`src/rtl/alu_control_seq.sv`:
```
// rtl/alu_control_seq.sv - registered ALU control decoder with a multi-cycle MUL/UDIV sequencer
//
// Ports:
//   clk, rst_n       rising-edge clock, synchronous active-low reset
//   valid_in, flush  issue strobe for AluOp/insOp; abort of any in-flight op
//   AluOp, insOp     main-control ALU class and R-type opcode field (instr[31:21])
//   ready_out        combinational: block is idle and will accept valid_in
//   AluOpCode        registered ALU operation code (holds when code_valid=0)
//   code_valid       AluOpCode valid: 1-cycle pulse, or held for a whole multi-cycle op
//   busy, done       multi-cycle op in progress; pulse on its last busy cycle
//   illegal          1-cycle pulse for an unrecognised R-type opcode
module alu_control_seq #(
  parameter int OPCODE_W      = 11,
  parameter int ALUCODE_W     = 4,
  parameter int MULDIV_CYCLES = 8,
  parameter int CNT_W         = 8
) (
  input  logic                 clk,
  input  logic                 rst_n,
  input  logic                 valid_in,
  input  logic                 flush,
  input  logic [1:0]           AluOp,
  input  logic [OPCODE_W-1:0]  insOp,
  output logic                 ready_out,
  output logic [ALUCODE_W-1:0] AluOpCode,
  output logic                 code_valid,
  output logic                 busy,
  output logic                 done,
  output logic                 illegal
);

  typedef enum logic [0:0] {S_IDLE, S_MULTI} state_t;

  localparam logic [OPCODE_W-1:0] OP_ADD  = OPCODE_W'(11'b10001011000);
  localparam logic [OPCODE_W-1:0] OP_SUB  = OPCODE_W'(11'b11001011000);
  localparam logic [OPCODE_W-1:0] OP_AND  = OPCODE_W'(11'b10001010000);
  localparam logic [OPCODE_W-1:0] OP_ORR  = OPCODE_W'(11'b10101010000);
  localparam logic [OPCODE_W-1:0] OP_LSL  = OPCODE_W'(11'b11010011011);
  localparam logic [OPCODE_W-1:0] OP_LSR  = OPCODE_W'(11'b11010011010);
  localparam logic [OPCODE_W-1:0] OP_MUL  = OPCODE_W'(11'b10011011000);
  localparam logic [OPCODE_W-1:0] OP_UDIV = OPCODE_W'(11'b10011010110);

  localparam logic [CNT_W-1:0] CNT_LOAD = CNT_W'(MULDIV_CYCLES - 1);

  state_t               state_q, state_d;
  logic [CNT_W-1:0]     cnt_q, cnt_d;
  logic [ALUCODE_W-1:0] code_q, code_d;
  logic                 code_valid_q, code_valid_d;
  logic                 busy_q, busy_d;
  logic                 done_q, done_d;
  logic                 illegal_q, illegal_d;

  logic [3:0]           dec_code;
  logic                 dec_multi;
  logic                 dec_illegal;

  // Pure decode of the current inputs; AluOp[0] (CBZ pass-B) outranks AluOp[1].
  always_comb begin
    dec_code    = 4'b0010;
    dec_multi   = 1'b0;
    dec_illegal = 1'b0;
    if (AluOp[0]) begin
      dec_code = 4'b0111;
    end else if (AluOp[1]) begin
      case (insOp)
        OP_ADD:  dec_code = 4'b0010;
        OP_SUB:  dec_code = 4'b0110;
        OP_AND:  dec_code = 4'b0000;
        OP_ORR:  dec_code = 4'b0001;
        OP_LSL:  dec_code = 4'b0011;
        OP_LSR:  dec_code = 4'b0100;
        OP_MUL:  begin dec_code = 4'b1000; dec_multi = 1'b1; end
        OP_UDIV: begin dec_code = 4'b1001; dec_multi = 1'b1; end
        default: begin dec_code = 4'b1111; dec_illegal = 1'b1; end
      endcase
    end
  end

  always_comb begin
    state_d      = state_q;
    cnt_d        = cnt_q;
    code_d       = code_q;
    code_valid_d = 1'b0;
    busy_d       = 1'b0;
    done_d       = 1'b0;
    illegal_d    = 1'b0;
    case (state_q)
      S_IDLE: begin
        if (valid_in && !flush) begin
          code_d = ALUCODE_W'(dec_code);
          if (dec_illegal) begin
            illegal_d = 1'b1;
          end else begin
            code_valid_d = 1'b1;
            if (dec_multi) begin
              state_d = S_MULTI;
              cnt_d   = CNT_LOAD;
              busy_d  = 1'b1;
            end
          end
        end
      end
      S_MULTI: begin
        if (flush) begin
          state_d = S_IDLE;
          cnt_d   = '0;
        end else if (cnt_q == '0) begin
          state_d = S_IDLE;
        end else begin
          // done is registered, so raising it while cnt_q==1 makes it
          // visible in the cycle the counter reads 0 (the last busy cycle).
          cnt_d        = cnt_q - CNT_W'(1);
          busy_d       = 1'b1;
          code_valid_d = 1'b1;
          done_d       = (cnt_q == CNT_W'(1));
        end
      end
      default: begin
        state_d = S_IDLE;
        cnt_d   = '0;
      end
    endcase
  end

  always_ff @(posedge clk) begin
    if (!rst_n) begin
      state_q      <= S_IDLE;
      cnt_q        <= '0;
      code_q       <= '0;
      code_valid_q <= 1'b0;
      busy_q       <= 1'b0;
      done_q       <= 1'b0;
      illegal_q    <= 1'b0;
    end else begin
      state_q      <= state_d;
      cnt_q        <= cnt_d;
      code_q       <= code_d;
      code_valid_q <= code_valid_d;
      busy_q       <= busy_d;
      done_q       <= done_d;
      illegal_q    <= illegal_d;
    end
  end

  assign ready_out  = (state_q == S_IDLE);
  assign AluOpCode  = code_q;
  assign code_valid = code_valid_q;
  assign busy       = busy_q;
  assign done       = done_q;
  assign illegal    = illegal_q;

endmodule

```
`config.mk`:
```
export PLATFORM = sky130hd
export DESIGN_NAME = alu_control_seq
export DESIGN_NICKNAME = d
export VERILOG_FILES = /design/src/rtl/alu_control_seq.sv
export SDC_FILE = /design/constraint.sdc
export NUM_CORES = 1
export LEC_CHECK = 0
export ABC_AREA = 1
export CORE_AREA = 2 2 52 54
export CTS_BUF_LIST = sky130_fd_sc_hd__clkbuf_8
export DETAILED_ROUTE_END_ITERATION = 8
export DIE_AREA = 0 0 54 56
export GPL_TIMING_DRIVEN = 0
export MAX_ROUTING_LAYER = met4
export PLACE_DENSITY_LB_ADDON = 0.12
export SYNTH_ARGS = -nofsm -noshare
export SYNTH_HDL_FRONTEND = slang
export SYNTH_SLANG_ARGS = --single-unit
```
`constraint.sdc`:
```
create_clock -name clk -period 1.7 [get_ports clk]
set_input_delay 0.17 -clock clk [delete_from_list [all_inputs] [get_ports clk]]
set_output_delay 0.17 -clock clk [all_outputs]
set_load 0.01 [all_outputs]
```
**Word-level counts from Yosys, hierarchy flattened**

Index checks and enable logic that the tools add are counted.

- Register bits after elaboration: 16
- Input port bits: 17
- Output and inout bits: 9
- Word-level logic and storage cells: 57

- $add $sub $neg: 1
- Eq/ne operators: 13
- Mux-type cells: 25
- Bitwise operators: 3
- Reduce and logical (&&, ||, !) cells: 9

Operator list:

| operator | count |
|---|---|
| $eq A11 B11 Y1 const B | 8 |
| $mux W8 | 5 |
| $pmux W4 S8 | 1 |
| $pmux W8 S2 | 1 |
| $mux W1 | 14 |
| $eq A8 B1 Y1 const B | 1 |
| $logic_not A8 Y1 | 1 |
| $mux W4 | 2 |
| $reduce_or A8 Y1 | 1 |
| $sub A8 B1 Y8 const B | 1 |
| $ne A2 B1 Y1 const B | 2 |
| $pmux W1 S2 | 2 |
| $reduce_and A4 Y1 | 1 |
| $reduce_or A4 Y1 | 1 |
| $ne A3 B3 Y1 const B | 1 |
| $not A1 Y1 | 3 |
| $reduce_or A3 Y1 | 1 |
| $ne A2 B2 Y1 const B | 1 |
| $reduce_and A2 Y1 | 1 |
| $reduce_or A2 Y1 | 1 |
| $logic_and A1 B1 Y1 | 1 |
| $logic_not A1 Y1 | 1 |

**Logic depth before layout (Yosys ltp)**

Gate-level depths: netlist of the first run.

- Word-level depth: 9
- Depth in mapped cells: 11
- Depth with buffers taken out: 10

**Worst setup path after synthesis of the first run**

OpenSTA, ideal clock, no wires.

- Path type: register to register
- Start: reg cnt_q[0]
- End: reg cnt_q[3]
- Setup time: 114 ps
- Arrival time: 1,325 ps
- Required time: 1,586 ps
- Path slack: 261 ps
- Cell stages (with the launch flop): 12
- Path buffers: 1
- Period minus slack after synthesis: 1,439 ps
- Cell sequence: dfxtp_1 -> inv_1 -> ha_1 -> nand2_2 -> nor2_4 -> a21oi_2 -> nand3_4 -> nand2_4 -> buf_12 -> nand2_2 -> nand2_2 -> nor2_2

- Word-level cells in the longest chain between the ends: 4
- Elaborated cells on any way between the ends: 7
- Classes of those cells: add/sub (1); eq/ne (1); mux (3); reduce/logical (2)

Ends and longest elaborated chain:

| element | RTL line | text |
|---|---|---|
| from (decl) | 46 | `logic [CNT_W-1:0] cnt_q, cnt_d;` |
| from (signal assigned) | 136 | `cnt_q <= cnt_d;` |
| $sub A8 B1 Y8 | 112 | `cnt_d = cnt_q - CNT_W'(1);` |
| $mux W8 | 107 | `end else if (cnt_q == '0) begin` |
| $mux W8 | 104 | `if (flush) begin` |
| $pmux W8 S2 | 87 | `case (state_q)` |

Parallel ways exist; a longest one is shown, timed or not. The select of a mux whose other input is x is not followed.
A chain may end at the register's enable or synchronous reset.

**Final worst setup path of the first run**

Ends and elaborated chain as after synthesis.

==> results.txt, run 1 <==
RSZ-0062 raised after global routing: false
Max Cap Viol: 0
Clock Sinks: 16
Reg2reg path depth: 11
Fin crit period: 1.578 ns
TritonCTS clock tree: built
TritonRoute pass-1 iters: 4
Metal-1 WL: 1.086 mm
Antenna fix cells: 0
CP startpoint kind: register
Post CTS Setup Buffer Count: 0
Gpl congestion: 0.7990
Initial antenna violation count: 0
CORE AREA: 2432 um2
Util after Layout: 63.07%
Max Clk Rate: 633.6 MHz
DIE WIDTH: 54 um
Commonest cells after routing, fill and taps aside: nand2_1 (40), nor2_1 (33), clkdlybuf4s50_1 (25)
Post-Synth Simple-Gate Area: 51.09%
Worst path depth: 11
Number of cell rows: 18
Final wirelength: 2.536 mm
# port buffers: 25
CTS Root Cell: clkbuf_8
Met2 Wirelength: 1.359 mm
HPWL Detailed: 2.104 mm
Residual DRC: 0
CP Class: register to register
Slowest cell on crit path: dfxtp_1
Die Ht: 56 um
Area growth, synth to finish: 27.31%
Mapped Nets: 209
Largest family of logic cells by synthesized area: simple AND/OR/NAND/NOR gates
Via density: 4.968
Num CTS Buffers: 3
CTS hold repair buffers: 0
ANT nets after route: 0
Distinct cell type count after synthesis: 25
Yosys warns: 0
Post-Synth XOR/XNOR Area: 0%
VDD IR max: 0.0004451 V
Period utilisation layout: 92.84%
Worst EP arrival: 1.72 ns
FF+latch count, synth: 16
Critical Path Max Stage Delay: 0.36 ns
Worst slew pin tran: 0.3775 ns
Complex-gate fraction of the synthesized area: 9.450%
WP data required: 1.84 ns
Top layer used by detailed routing: met4
Post-Syn Instances: 189
Final net count: 239
Hold depth: 2
Leak: 0.6896 nW
Fraction of layout cells with a size suffix above 1: 19.82%
Commonest non-fill, non-tap cell in the layout: nand2_1
PwrDens: 520.7 nW/um2
Tot GR Track Use: 19.33%
Worst skew pair latency: 0.24 ns
Max clock buf depth: 2
CTS H-Tree Depth: 1
IO Count: 26
Clock-pin slew on the worst setup and hold paths: 0.06 ns
Fillers: 240
Final setup vio count: 0
Cts repair resizes: 0
Mapped Avg Cell Area: 6.375 um2
Highest net fanout along the worst path: 10
Clock Skew: 0.001020 ns
Critical path's top delay family: simple AND/OR/NAND/NOR gates
Drt initial violations: 13
Largest net degree at the start of global routing: 11
Post-Syn Area: 1205 um2
Worst-path cell chain: inv_1, ha_1, nand2_2, nor2_4, a21oi_2, nand3_4, nand2_4, buf_12, nand2_2, nand2_2, nor2_2
Most common cell type on the critical path: nand2_2
Outcome: finished, final reports clean
WL met3: 64 um
Vias in the first global route: 1049
Final Hold Vio Count: 0
Max_slew headroom: 74.74%
Setup TNS: 0 ns
Vias: 1227
Full die area: 3024 um2
First-pass GRT wire length: 4.284 mm
Worst Hold Class: register to register
Adder-cell area share of the yosys netlist: 3.115%
Register area share after synthesis: 26.58%
Setup crit end kind: register
Initial Util: 49.54%
WP buf/inv: 2
Area of the multi-input gates: 767.0 um2
FF/Latch Area: 320.3 um2
DR WL/cell: 10.27 um
Slew Viols, Final: 0
Mux cell area share after synthesis: 0%
GRT overflow: 0
==> logic make-up (layout without fill, tap and decap cells) <==
family,count (synthesis),after routing
AO/OA/AOI/OAI,21,21
adder cells (fa/ha/maj),3,3
buffers and inverters,26,54
AND/OR/NAND/NOR,123,123
flip-flops,16,16
==> metal layers <==
layer  track usage, %  vias up
met5                -        -
met4            7.500        0
met3            2.419        2
met2            33.62       22
met1            21.65      553
li1                 -      650
==> worst paths after layout <==
| check | startpoint | endpoint | slack (ns) |
|---|---|---|---|
| worst max-delay path | cnt_q[0]$_SDFFE_PN0P_ | cnt_q[3]$_SDFFE_PN0P_ | 0.12 |
| worst min-delay path | cnt_q[1]$_SDFFE_PN0P_ | cnt_q[1]$_SDFFE_PN0P_ | 0.49 |
| worst max register to register | cnt_q[0]$_SDFFE_PN0P_ | cnt_q[3]$_SDFFE_PN0P_ | 0.12 |
| worst min register to register | cnt_q[1]$_SDFFE_PN0P_ | cnt_q[1]$_SDFFE_PN0P_ | 0.49 |
==> final cells by class <==
cell class / instances / area share, %
clock buffers: 3 / 2.692
multi-input cells: 147 / 50.00
repair buffers: 25 / 16.31
flip-flops and latches: 16 / 20.88
well taps: 30 / 2.447
inverters: 24 / 5.873
plain buffers: 2 / 1.794
==> power by group <==
| group | internal [W] | total, W | switching, W |
|---|---|---|---|
| sequential | 0.000383 | 0.000386 | 0.00000303 |
| combinational | 0.0000657 | 0.000129 | 0.0000633 |
| clock | 0.000157 | 0.000284 | 0.000127 |
| total | 0.000605 | 0.000799 | 0.000194 |
==> metrics by stage <==
stage / std cells / setup slack, ns / power (W) / instance area, um2 / hold slack (ns)
3_3_place_gp: 244 / -0.05583 / 0.0005207 / 1493 / 0.4765
5_1_grt: 247 / 0.01544 / 0.0008347 / 1534 / 0.5292
6_report: 247 / 0.1217 / 0.0007987 / 1534 / 0.4876
3_5_place_dp: 244 / -0.08723 / 0.0005235 / 1493 / 0.4783
4_1_cts: 247 / 0.1061 / 0.0008032 / 1534 / 0.4950
2_1_floorplan: 189 / 0.2614 / 0.0004526 / 1205 / 0.3083
==> cell usage after synthesis, drive strengths merged <==
library cell | count | area, um2
a21oi | 9 | 48.80
a31oi | 2 | 12.51
and2 | 1 | 6.260
and3 | 1 | 6.260
buf | 1 | 20.02
clkbuf | 1 | 7.510
dfxtp | 16 | 320.3
ha | 3 | 37.54
inv | 24 | 90.09
nand2 | 56 | 255.2
nand3 | 14 | 97.60
nand4 | 1 | 6.260
nor2 | 47 | 226.5
nor3 | 2 | 10.01
nor3b | 1 | 7.510
o211ai | 1 | 7.510
o21ai | 9 | 45.04
==> registers in the layout, summed over array words and instances (netlist names) <==
signal and cells:
AluOpCode 4, busy 1, cnt_q 8, code_valid 1, done 1, illegal 1
==> worst min-delay path: stages, from the launching register on <==
cell     delay, ns
dfxtp_1       0.32
nor2_1        0.05
nor2_2        0.08
Power figures use the tool's default switching activity.
==> inputs of run 2 (changes only) <==
- CTS_CLUSTER_SIZE: unset -> 20
- SKIP_LAST_GASP: unset -> 1
==> results of run 2 <==
The final DEF is identical to that of run 1; final timing and power are the same.
==> inputs of run 3 (changes only) <==
- SLEW_MARGIN: unset -> 20
==> results of run 3 <==
The final DEF is identical to that of run 1; final timing and power are the same.
==> variant 1, RTL diff (flow settings as in run 3) <==
The parameter `ALUCODE_W` goes from 4 to 5.
--- a/src/rtl/alu_control_seq.sv
+++ b/src/rtl/alu_control_seq.sv
@@ -13,3 +13,3 @@
   parameter int OPCODE_W      = 11,
-  parameter int ALUCODE_W     = 4,
+  parameter int ALUCODE_W     = 5,
   parameter int MULDIV_CYCLES = 8,
Interface: changed (resized AluOpCode); port bits go from 26 to 27. The function was not compared with the original's and may differ.
==> variant 1 against run 3 <==
- power increased by 8.6%
- wire length up 3.7%
- sequential cell count unchanged
- final area is 2.9% lower
- area after synthesis fell by 4.9%
- first-iteration DRC count up 46%
- worst setup slack improved by 0.014 ns
==> variant 1: results (changes against run 3) <==
Setup path:
- The worst register-to-register path begins at cnt_q[0]$_SDFFE_PN0P_.
- The highest cell delay on the worst timing path is 0.34 ns (-0.02 ns).
- The capture instance of the worst register-to-register path is cnt_q[0]$_SDFFE_PN0P_.
- The cell type of the slowest stage on the worst timing path is sky130_fd_sc_hd__dfxtp_2.

Power and ir drop:
- The switching power total was 0.215 mW (+11%).
- The total sequential power was 0.386 mW (about the same).
- The power share of the clock group is 41.1% (+5.5 points).
- The cell internal power dissipation is 0.653 mW (+7.9%).
- The standby leakage power is 0.699 nW (+1.3%).
- The maximum vdd drop is 0.375 mV (-16%).

Route:
- The wire length the detailed router placed on met1 is 1140 um (+5.2%).
- The starting DRC count in detailed routing is 19 (+6).
- The detailed route wirelength on metal2 is 1360 um (-0.29%).
- The total number of vias is 1201 (-2.1%).
- The top layer reached by signal wires is met4.
- The amount of wire on met3 after detailed routing is 71 um (+11%).
- The routed wirelength normalized by instance count is 10.6 um (+3.2%).

GRT:
- The wire length of the first global-routing pass is 4370 um (+2.1%).
- The via count of the first global-routing pass was 1095 (+4.4%).
- The largest net degree at the start of global routing was 11 (unchanged).
- The total track usage is 19.5% (+0.21 points).

Cells and area:
- The layout filler cell count is 230 (-4.2%).
- The post-layout instance count excluding filler cells was 248 (+0.40%).
- The layout overhead on the synthesized area is 30.0%.
- The share of cells above drive strength 1 is 11.5% (-8.3 points).

Timing:
- The final-report setup violation count is 0 (unchanged).
- The worst clock skew came to 0.00205 ns (+0.00103 ns).
- The worst hold-check slack is 0.494 ns (+0.00612 ns).

Synth:
- Sorting the synthesized cells by area gives the leading types as sky130_fd_sc_hd__dfxtp_1 (28%), sky130_fd_sc_hd__nand2_1 (16%), sky130_fd_sc_hd__nor2_1 (13%).
- By count the netlist is led by sky130_fd_sc_hd__nand2_1 (50), sky130_fd_sc_hd__nor2_1 (39), sky130_fd_sc_hd__inv_1 (20).
- The main flop type after synthesis is sky130_fd_sc_hd__dfxtp_1.
- The count of warnings emitted by yosys is 0 (unchanged).
- The share of synthesized cell area in full adder, half adder and majority cells is 3.28% (+0.16 points).
- The mean cell area of the mapped netlist is 6.06 um2 (-4.9%).
- The sequential element share of the synthesized area came to 27.9% (+1.4 points).
- The area fraction of the dominant cell type after synthesis came to 27.9% (+1.4 points).
- The number of different library cells in the post-synthesis netlist came to 28 (+12%).
- The net count of the mapped netlist was 209 (unchanged).
- The fraction of registers with async set or reset after synthesis is 0% (unchanged).
- The fraction of the mapped netlist area in compound gates came to 10.8% (+1.4 points).

Place:
- The sum of net half-perimeters after detailed placement is 2100 um (about the same).
- The weighted congestion reported at the end of routability-driven placement is 0.798 (-0.11%).
- The placement-stage worst setup slack was -0.102 ns (-0.0144 ns).
- The total cell area at the placement stage is 1430 um2 (-3.9%).

Hold path:
- The sink of the worst hold path is cnt_q[1]$_SDFFE_PN0P_.
- The depth of the worst hold-timing path came to 2 (unchanged).
- The worst min-delay path category is reg -> reg.

CTS:
- The clock latency on the worst-skew pair is 0.26 ns (+0.02 ns).

Run status:
- The flow ran to the end, and the final reports show no timing, DRC or antenna violations.
==> variant 1: cell count changes in the layout (fill, tap and decap cells not counted), moves of 2 or more <==
cell and delta:
sky130_fd_sc_hd__nand3_1 +3, sky130_fd_sc_hd__nand2_1 +10, sky130_fd_sc_hd__nand2_2 -12, sky130_fd_sc_hd__nand3_2 -2
sky130_fd_sc_hd__nor2_2 -7, sky130_fd_sc_hd__nor2_1 +6
==> variant 1: layer usage <==
| layer | global-route usage (%) | vias up |
|---|---|---|
| li1 | - | 650 |
| met1 | 20.3 | 527 |
| met2 | 35.0 | 19 |
| met3 | 1.88 | 5 |
| met4 | 9.64 | 0 |
| met5 | - | - |
==> variant 1: worst max path at each step <==
stage	start	endpoint	slack (ns)	depth (start not counted)
3_5_place_dp	insOp[1]	cnt_q[1]$_SDFFE_PN0P_	-0.10	11
3_3_place_gp	insOp[1]	cnt_q[1]$_SDFFE_PN0P_	-0.06	11
2_1_floorplan	cnt_q[0]$_SDFFE_PN0P_	cnt_q[3]$_SDFFE_PN0P_	0.28	11
5_1_grt	cnt_q[0]$_SDFFE_PN0P_	cnt_q[0]$_SDFFE_PN0P_	-0.006	11
6_report	cnt_q[0]$_SDFFE_PN0P_	cnt_q[0]$_SDFFE_PN0P_	0.14	11
4_1_cts	cnt_q[0]$_SDFFE_PN0P_	cnt_q[3]$_SDFFE_PN0P_	0.12	11
==> variant 1: what timing repair did <==
action / 4_1_cts / 5_1_grt
gates resized for setup: 0 / 1
setup buffers: 0 / 0
endpoints found under the setup margin: 0 / 4
==> variant 1: cell type report <==
type	instances	share of cell area, %
buffer	3	1.60
clock buffer	4	3.69
inverter	23	5.79
tap	30	2.52
timing repair buffer	25	16.8
multi-input combinational	147	48.0
sequential	16	21.6
==> variant 2, RTL diff (settings of run 3) <==
Without the edit above. Reset style: asynchronous (`rst_n`), changed in one clocked block. Comments in the files are not updated.
--- a/src/rtl/alu_control_seq.sv
+++ b/src/rtl/alu_control_seq.sv
@@ -124,3 +124,3 @@
 
-  always_ff @(posedge clk) begin
+  always_ff @(posedge clk or negedge rst_n) begin
     if (!rst_n) begin
Function: differs if rst_n is asserted again (counterexample within 4 cycles, from zero or initial values and one cycle with rst_n low); with rst_n held inactive, the same outputs for 10 cycles.
==> variant 2 against run 3 <==
- synthesized cell count is 11% lower
- final area is 1.9% lower
- wire length is 1.2% lower
- area after synthesis is 5.6% lower
- sequential cell count stayed put
- hold slack worse by 0.14 ns
- power is 8.2% higher
- worst setup slack better by 0.0096 ns
- utilization is 1.2 points lower
- cell count is 6.9% lower
==> variant 2: results (changes against run 3) <==
Run status:
- The run finished with clean final reports.

Place:
- The placement-stage worst setup slack is -0.207 ns (-0.120 ns).
- The sum of net half-perimeters after detailed placement came to 2010 um (-4.5%).
- The total placed cells including tap cells is 223 (-8.6%).
- The total cell area at the placement stage is 1430 um2 (-4.5%).

GRT:
- The wire length of the first global-routing pass was 4170 um (-2.6%).
- The via count of the first global-routing pass is 1044 (-0.48%).
- The largest net degree at the start of global routing is 17 (+6).
- The met3 capacity usage during global routing is 1.61% (-0.81 points).
- The met1 capacity usage during global routing is 22.1% (+0.44 points).

Setup path:
- The number of cells on the worst reg-to-reg path came to 8 (-3).
- The worst reg2reg path startpoint is cnt_q[1]$_DFFE_PN0P_.
- The cell type of the slowest stage on the worst timing path is sky130_fd_sc_hd__clkdlybuf4s50_1.
- The arrival time of data at the critical path endpoint is 1.74 ns (+0.02 ns).
- The worst reg-to-reg setup slack came to 0.16 ns (+0.04 ns).
- In this run the worst setup path begins at insOp[3].
- The worst setup path category is in -> reg.
- The maximum net fanout on the critical path is 6 (-4).
- The critical path's top delay family is buffers and inverters.

Synth:
- The sequential element share of the synthesized area is 35.2% (+8.6 points).
- The synthesized instance count is 168 (-11%).
- The number of different library cells in the post-synthesis netlist is 24 (-4.0%).
- In the synthesized netlist the dominant register cell turns out to be sky130_fd_sc_hd__dfrtp_1.
- The fraction of registers with async set or reset after synthesis is 100% (+100 points).
- By area the synthesized netlist is led by sky130_fd_sc_hd__dfrtp_1 (35%), sky130_fd_sc_hd__nand2_1 (13%), sky130_fd_sc_hd__nor2_1 (8.9%).
- The net count of the mapped netlist came to 188 (-10%).
- By count the netlist is led by sky130_fd_sc_hd__nand2_1 (38), sky130_fd_sc_hd__nor2_1 (27), sky130_fd_sc_hd__inv_1 (22).

Route:
- The starting DRC count in detailed routing is 15 (+2).
- The final wirelength was 2510 um (-1.2%).

Timing:
- The worst clock skew is 0.00582 ns (+0.00480 ns).
- The worst path setup slack after routing is 0.131 ns (+0.00962 ns).

Power and ir drop:
- The maximum vdd drop is 0.429 mV (-3.5%).
- The standby leakage power is 0.750 nW (+8.7%).

Cells and area:
- The share of cells above drive strength 1 is 15.5% (-4.3 points).
- The post-layout instance count excluding filler cells is 230 (-6.9%).

Hold path:
- The tightest min-delay check is of the in -> async type.
[variant 2: cell types whose count changed after synthesis, moves of 4 or more]
cell,change
sky130_fd_sc_hd__dfrtp_1,+16
sky130_fd_sc_hd__dfxtp_1,-16
sky130_fd_sc_hd__nand2_2,-13
sky130_fd_sc_hd__nor2_2,-8
sky130_fd_sc_hd__o21ai_1,+8
sky130_fd_sc_hd__inv_2,+7
sky130_fd_sc_hd__nor2_1,-6
sky130_fd_sc_hd__a21oi_1,-4
[variant 2: area by class of cell]
class / count / area [um2]
Buffer: 1 / 11.3
Clock buffer: 3 / 41.3
Fill cell: 230 / 927
Inverter: 32 / 120
Multi-Input combinational cell: 119 / 606
Sequential cell: 16 / 400
Tap cell: 30 / 37.5
Timing Repair Buffer: 29 / 289
[variant 2: logic make-up (layout without fill, tap and decap cells)]
logic type	count (synthesis)	count (layout)	share of synthesized area, %
AND/OR/NAND/NOR	91	91	36.2
buffers and inverters	33	65	11.6
AO/OA/AOI/OAI	23	23	12.2
flip-flops	16	16	35.2
adder cells (fa/ha/maj)	3	3	3.30
XOR/XNOR	2	2	1.54
[variant 2: report_power, final]
group / internal (mW) / switching [mW]
registers: 0.402 / 0.0107
clock network: 0.157 / 0.128
logic: 0.0819 / 0.0849
total: 0.641 / 0.224
[variant 2: worst reg2reg max path, cell delays in order (launching register included)]
cell and delay, ns:
sky130_fd_sc_hd__dfrtp_1 0.37, sky130_fd_sc_hd__inv_1 0.14, sky130_fd_sc_hd__ha_1 0.18, sky130_fd_sc_hd__inv_1 0.07
sky130_fd_sc_hd__nor4_4 0.32, sky130_fd_sc_hd__a21oi_4 0.08, sky130_fd_sc_hd__buf_4 0.15, sky130_fd_sc_hd__nand2_1 0.05
sky130_fd_sc_hd__o21ai_1 0.07
[variant 2: per-layer routing]
metal	share of wire, %	wire length, um
met4	1.6	39
met5	0	0
met2	54	1350
met3	2.6	66
met1	42	1050
[variant 2: worst min-delay path by stage]
| stage | endpoint | slack (ns) |
|---|---|---|
| after CTS | cnt_q[6]$_DFFE_PN0P_ | 0.39 |
| after global routing | cnt_q[5]$_DFFE_PN0P_ | 0.42 |
| after floorplan | AluOpCode[0]$_DFFE_PN0P_ | -0.13 |
| after global placement | AluOpCode[1]$_DFFE_PN0P_ | 0.51 |
| final | cnt_q[4]$_DFFE_PN0P_ | 0.35 |
| after detailed placement | AluOpCode[1]$_DFFE_PN0P_ | 0.52 |
[variant 2: repair_timing]
item | 4_1_cts | 5_1_grt
setup endpoints to repair | 0 | 8
buffers inserted | 0 | 3
gates resized for setup | 0 | 5
hold buffers | 0 | 0
